### config.mk
export PLATFORM = sky130hd
export DESIGN_NAME = pool_window_2x2
export DESIGN_NICKNAME = d
export VERILOG_FILES = /design/src/rtl/pool_pkg.sv /design/src/rtl/pool_row_buf.sv /design/src/rtl/pool_window_2x2.sv
export SDC_FILE = /design/constraint.sdc
export NUM_CORES = 1
export LEC_CHECK = 0
export CAP_MARGIN = 20
export CORE_ASPECT_RATIO = 0.75
export CORE_UTILIZATION = 40
export DETAILED_ROUTE_END_ITERATION = 6
export GPL_TIMING_DRIVEN = 0
export SETUP_SLACK_MARGIN = 0.05
export SYNTH_ARGS = -nofsm -noshare
export SYNTH_HDL_FRONTEND = slang
export SYNTH_SLANG_ARGS = --single-unit
export TNS_END_PERCENT = 5
### constraint.sdc
create_clock -name clk -period 8 [get_ports clk]
set_input_delay 0.8 -clock clk [delete_from_list [all_inputs] [get_ports clk]]
set_output_delay 0.8 -clock clk [all_outputs]
set_load 0.05 [all_outputs]
### src/rtl/pool_pkg.sv
// Shared types and sizing helpers for the 2x2 pooling window feeder.
package pool_pkg;

    localparam int unsigned POOL_DATA_W = 32;
    localparam int unsigned POOL_IMG_W  = 8;
    localparam int unsigned POOL_IMG_H  = 8;

    typedef struct packed {
        logic [POOL_DATA_W-1:0] a;
        logic [POOL_DATA_W-1:0] b;
        logic [POOL_DATA_W-1:0] c;
        logic [POOL_DATA_W-1:0] d;
    } pool_win_t;

    // Counter width for a 0..n-1 range; never narrower than one bit.
    function automatic int unsigned cnt_w(input int unsigned n);
        return (n > 1) ? $clog2(n) : 1;
    endfunction

endpackage

### src/rtl/pool_row_buf.sv
// One-row activation buffer: single write port, single read address that
// returns the even/odd column pair containing that address.
module pool_row_buf #(
    parameter int unsigned DATA_W = 32,
    parameter int unsigned IMG_W  = 8,
    parameter int unsigned ADDR_W = 3
) (
    input  logic              clk,
    input  logic              we,
    input  logic [ADDR_W-1:0] waddr,
    input  logic [DATA_W-1:0] wdata,
    input  logic [ADDR_W-1:0] raddr,
    output logic [DATA_W-1:0] rd_even,
    output logic [DATA_W-1:0] rd_odd
);

    localparam logic [ADDR_W-1:0] PAIR_MASK = ~ADDR_W'(1);

    logic [DATA_W-1:0] mem [IMG_W];

    always_ff @(posedge clk) begin
        if (we) begin
            mem[waddr] <= wdata;
        end
    end

    assign rd_even = mem[raddr & PAIR_MASK];
    assign rd_odd  = mem[raddr | ADDR_W'(1)];

endmodule

### src/rtl/pool_window_2x2.sv
// Raster-stream to non-overlapping 2x2 window converter feeding the max-pool stage.
// Optional win_last output enabled by defining POOL_WIN_LAST_EN.
module pool_window_2x2
    import pool_pkg::*;
#(
    parameter int unsigned DATA_W = POOL_DATA_W,
    parameter int unsigned IMG_W  = POOL_IMG_W,
    parameter int unsigned IMG_H  = POOL_IMG_H
) (
    input  logic              clk,
    input  logic              rst,
    input  logic [DATA_W-1:0] in_data,
    input  logic              in_valid,
    input  logic              in_sof,
    output logic              in_ready,
    output logic [DATA_W-1:0] win_a,
    output logic [DATA_W-1:0] win_b,
    output logic [DATA_W-1:0] win_c,
    output logic [DATA_W-1:0] win_d,
    output logic              win_valid,
`ifdef POOL_WIN_LAST_EN
    output logic              win_last,
`endif
    input  logic              win_ready
);

    localparam int unsigned COL_W = cnt_w(IMG_W);
    localparam int unsigned ROW_W = cnt_w(IMG_H);
    localparam logic [COL_W-1:0] COL_LAST = COL_W'(IMG_W - 1);
    localparam logic [ROW_W-1:0] ROW_LAST = ROW_W'(IMG_H - 1);

    logic [COL_W-1:0]  col, eff_col, col_nxt;
    logic [ROW_W-1:0]  row, eff_row, row_nxt;
    logic [DATA_W-1:0] hold;
    logic [DATA_W-1:0] top_l, top_r;
    logic              accept, odd_row, load, buf_we;
    pool_win_t         win_q;

    assign in_ready = !win_valid || win_ready;
    assign accept   = in_valid && in_ready;

    // Start-of-frame relabels the incoming pixel as (0,0).
    always_comb begin
        eff_col = in_sof ? '0 : col;
        eff_row = in_sof ? '0 : row;
        col_nxt = col;
        row_nxt = row;
        if (accept) begin
            if (eff_col == COL_LAST) begin
                col_nxt = '0;
                row_nxt = (eff_row == ROW_LAST) ? '0 : eff_row + ROW_W'(1);
            end else begin
                col_nxt = eff_col + COL_W'(1);
                row_nxt = eff_row;
            end
        end
    end

    assign odd_row = eff_row[0];
    assign buf_we  = accept && !odd_row;
    assign load    = accept && odd_row && eff_col[0];

    pool_row_buf #(
        .DATA_W (DATA_W),
        .IMG_W  (IMG_W),
        .ADDR_W (COL_W)
    ) u_row_buf (
        .clk     (clk),
        .we      (buf_we),
        .waddr   (eff_col),
        .wdata   (in_data),
        .raddr   (col),
        .rd_even (top_l),
        .rd_odd  (top_r)
    );

    always_ff @(posedge clk or posedge rst) begin
        if (rst) begin
            col       <= '0;
            row       <= '0;
            hold      <= '0;
            win_q     <= '0;
            win_valid <= 1'b0;
        end else begin
            col <= col_nxt;
            row <= row_nxt;
            if (accept && odd_row && !eff_col[0]) begin
                hold <= in_data;
            end
            // A newly completed window takes priority over the transfer clear.
            if (load) begin
                win_q.a   <= POOL_DATA_W'(top_l);
                win_q.b   <= POOL_DATA_W'(top_r);
                win_q.c   <= POOL_DATA_W'(hold);
                win_q.d   <= POOL_DATA_W'(in_data);
                win_valid <= 1'b1;
            end else if (win_ready) begin
                win_valid <= 1'b0;
            end
        end
    end

`ifdef POOL_WIN_LAST_EN
    always_ff @(posedge clk or posedge rst) begin
        if (rst) begin
            win_last <= 1'b0;
        end else if (load) begin
            win_last <= (eff_row == ROW_LAST) && (eff_col == COL_LAST);
        end
    end
`endif

    assign win_a = DATA_W'(win_q.a);
    assign win_b = DATA_W'(win_q.b);
    assign win_c = DATA_W'(win_q.c);
    assign win_d = DATA_W'(win_q.d);

endmodule

-- After elaboration in Yosys (flattened, before gate mapping)
Memories as Yosys holds them, arrays and structs flattened. A register that Yosys moved wholly into a read port is not among the register bits.
Index checks and enable logic that the tools add are counted.
- register bits after elaboration: 103
- bits in writable memories: 256
- bits of input ports: 37
- output and inout port bits: 130
- logic and storage cells: 30
- memories kept: 1
- $add $sub $neg: 2
- equal/unequal tests: 2
- multiplexer cells: 9
- reductions and logical operators: 10
- memories (memory ; words ; width ; read ports ; clocked after Yosys merged registers in ; wr ports ; line ; source):
    u_row_buf.mem ; 8 ; 32 ; 2 ; 2 ; 1 ; pool_row_buf.sv:19 ; logic [DATA_W-1:0] mem [IMG_W];
- operators by type and width (operator ; number):
    $mux 3 ; 5
    $add 3x1->3 const B ; 2
    $eq 3x3->1 const B ; 2
    $logic_and 1x1->1 ; 5
    $mux 1 ; 4
    $logic_not 1->1 ; 3
    $reduce_bool 2->1 ; 1
    $logic_or 1x1->1 ; 1

-- Logic depth before layout (Yosys ltp)
- word-level depth: 6
- gate-level depth with buffers: 8
- mapped depth without buffers: 7

-- Cells and area by module
From an unflattened synthesis, not the netlist that was laid out.
- cells, all modules: 705
- area total of the unflattened synthesis: 16062.9 µm²
- by module, submodules not included (module ; times used ; cells an instance ; area each (µm²) ; seq. area each (µm²)):
    pool_row_buf ; 1 ; 342 ; 9387.8 ; 7687.4
    pool_window_2x2 ; 1 ; 363 ; 6675.2 ; 4129.0

-- Least setup slack after synthesis
No wires, ideal clock.
- path type: input to register
- from: input win_ready
- to: memory u_row_buf.mem[1][0] (enable)
- setup time: 502 ps
- arrival: 4524 ps
- data required time: 7498 ps
- path slack: 2975 ps
- cell stages on the path: 4
- buffers on the path: 1
- cells stage by stage: nand2b_1 -> buf_2 -> nand4b_1 -> nor4_1
- word-level cells in the longest chain between the ends: 5
- RTL lines (what ; line ; source):
    start: declaration ; pool_window_2x2.sv:24 ; input logic win_ready
    $logic_or 1x1->1 ; pool_window_2x2.sv:39 ; assign in_ready = !win_valid || win_ready;
    named net in_ready ; pool_window_2x2.sv:15 ; output logic in_ready,
    $logic_and 1x1->1 ; pool_window_2x2.sv:40 ; assign accept = in_valid && in_ready;
    $logic_and 1x1->1 ; pool_window_2x2.sv:60 ; assign buf_we = accept && !odd_row;
    $mux 1 ; pool_row_buf.sv:22 ; if (we) begin
    $mux 1 (implied by the code) ; pool_row_buf.sv:23 ; mem[waddr] <= wdata;
    end: declaration ; pool_row_buf.sv:19 ;
The timed path passes the listed nets, and every way through them passes these cells.

-- Worst setup path in the final report
- from: input win_ready
- to: output in_ready
- word-level cells in the longest chain between the ends: 1
- RTL lines (what ; line):
    $logic_or 1x1->1 ; pool_window_2x2.sv:39
    end: declaration ; pool_window_2x2.sv:15
No other way between the ends.

==> impl_metrics.yaml <==
sta:
  setup_viol: 0
  hold_viol: 0
  worst_hold_slack_ps: 497
  rsz0062_at_grt: "no"
  worst_slew_pin_slew_ps: 998
  fin_ws_ps: 4750
  tns_ps: 0
  post-route-period-util: 0.406
  fin_skew_ps: 15.1
  max_freq_ghz: 0.308
  maxSlewHeadroom: 0.331
  drv_slew: 0
  fin_crit_ps: 3250
synthesis:
  netlist_top_cells_area: "edfxtp_1 48%, dfrtp_1 26%, mux2_4 9.8%"
  syn_avg_cell_area_um2: 22.2
  synth_cell_types: 31
  synthArstFlopShare: 0.392
  syn-num-nets: 756
  syn_inst: 718
  yosysWarnings: 0
  synth_area_um2: 15900
  synth-seq-cells: 421
  synth-seq-area-share: 0.741
  synth_ff_type: "edfxtp_1"
  netlist.area_leader.share: 0.482
  synth-edff-count: 256
  yosysMostFrequentCell: "edfxtp_1"
  yosysTopAreaCell: "edfxtp_1"
  synth_common_cells: "256 x edfxtp_1, 165 x dfrtp_1, 104 x mux2_4"
power:
  p_sw_mw: 1.30
  pwr-share-seq: 0.477
  p_total_mw: 5.18
  leakagePower_nw: 7.94
  p_per_area_nw_per_um2: 260
  intPower_mw: 3.88
  p_comb_frac: 0.148
  switching_share: 0.251
  peakVddDrop_mv: 0.127
  clockPowerShare: 0.375
critical_path:
  critical_path_required_ps: 7200
  cpPeakStageDelay_ps: 850
  end_kind: "output pin"
  critical_path_class: "input port to output pin"
  cp.arrival_ps: 2450
  slowest_stage: "clkdlybuf4s50_1"
  startpoint_type: "input port"
  cp_common_cell: "clkdlybuf4s50_1"
  crit_fanout: 10
  cp_cell_sequence: "clkdlybuf4s50_1 > nand2b_1 > buf_2 > clkdlybuf4s50_1"
clock_network:
  clkTransAtPathRegs_ps: 60
  insertion_delay_ps: 540
  ctsLongestPathBuffers: 3
  cts.repair_timing.setup_buffer_count: 0
  cts-root-buf: "clkbuf_16"
  hold_buffers: 0
  h-tree-depth: 2
  ctsResizeCount: 0
  numCtsBuffers: 42
  cts_tree: "yes"
  clock-sinks: 421
finish:
  num_antenna_cells: 0
  synthToLayoutAreaGrowth_pct: 25.0
  nets: 987
  fin_util: 0.514
  drive_gt1_frac: 0.353
  fillers: 3155
route:
  drt_iter0_markers: 575
  wl_per_cell_um: 22.7
  drc: 0
  vias: 7467
  first_pass_iters: 4
  ant_nets: 0
  routed_via_density: 4.99
  drt-total-wl_mm: 34.0
global_routing:
  grt_pass1_wl_mm: 51.1
  grt_pass1_vias: 7929
  grt.overflow.total: 0
  grt_max_degree: 102
  antenna_found_initial: 0
  grt_use_total: 0.171
placed_design:
  dp_hpwl_mm: 22.1
  place_congestion: 0.715
  io_buffers: 165
  place_worst_setup_slack_ps: 4400
floorplanning:
  io_pins: 167
  die_w_um: 233
  dieArea_um2: 40700
  rows: 62
  start_util: 0.411
  die_y_um: 175
  core_um2: 38800
status:
  run_status: "complete, no violations"
min_path:
  hold_class: "flip-flop to flip-flop"
run:
  drv_cap: 0
==> placed cells by master (no fill, tap or decap), drive strengths merged, types with 2 or more instances in the layout <==
cell type      netlist  layout
buf                 26      48
nand2                4       4
mux2               161     161
mux4                64      64
clkdlybuf4s50        0     165
nand3                2       2
clkinv               0      24
clkinvlp             0       2
clkbuf              10      59
inv                  3       3
dfrtp              165     165
nor3                 4       4
nor2                 4       4
and2                 2       2
a21oi                3       3
nor4                 2       2
edfxtp             256     256
bufinv               0       3
==> area by class of cell <==
class | count | area, um^2 | area share
plain buffers | 36 | 268 | 0.0134
clock buffers | 49 | 1160 | 0.0583
clock inverters | 29 | 209 | 0.0105
inverters | 3 | 18.8 | 0.000942
multi-input cells | 258 | 3890 | 0.195
flip-flops and latches | 421 | 11800 | 0.593
well taps | 512 | 641 | 0.0321
repair buffers | 187 | 1930 | 0.0967
==> sequential cells by signal (all words and copies together) (netlist names) <==
signal and count:
win_a 32, row 1, u_row_buf.mem 256, col 3, win_b 32, win_c 32, win_valid 1, hold 32
win_d 32
==> worst max-delay path, delay by kind of cell <==
kind | cells | cell delay, ps
buf+inv | 3 | 1550
simple gates | 1 | 90
==> worst paths after layout <==
kind / from / end / slack [ps] / cells after the start
setup / recovery: win_ready / in_ready / 4750 / 4
hold / removal: hold[16] / win_c[16] / 500 / 1
max in group asynchronous: rst / win_a[17] / 6420 / 3
min in group asynchronous: rst / win_b[10] / 700 / 2
hold reg to reg: hold[16] / win_c[16] / 500 / 1
setup reg to reg: col[2] / u_row_buf.mem[5][9] / 5120 / 5
==> kinds of logic after synthesis <==
logic type | share of synthesized area
flip-flops | 0.741
adder cells (fa/ha/maj) | 0.000785
multiplexers | 0.229
AND/OR/NAND/NOR | 0.00848
buffers and inverters | 0.0175
AO/OA/AOI/OAI | 0.00322
==> power groups by stage <==
stage | Clock (mW) | Combinational [mW] | Sequential, mW
after detailed placement | 0 | 0.783 | 2.51
final | 1.94 | 0.768 | 2.47
after global routing | 2.08 | 0.813 | 2.48
after CTS | 2.00 | 0.784 | 2.47
after global placement | 0 | 0.761 | 2.52
after floorplan | 0 | 0.308 | 2.71
==> metal layers <==
| metal | track usage | part of all wire |
|---|---|---|
| met5 | 0 | 0 |
| met4 | 0.0368 | 0.016 |
| met3 | 0.0388 | 0.056 |
| met2 | 0.264 | 0.47 |
| met1 | 0.248 | 0.46 |
==> stage by stage <==
stage | area (um^2) | std cells
final | 19900 | 1495
after global routing | 19900 | 1495
after CTS | 19900 | 1495
after detailed placement | 18600 | 1417
after global placement | 18200 | 1395
after floorplan | 15900 | 718
Power figures use the tool's default switching activity.
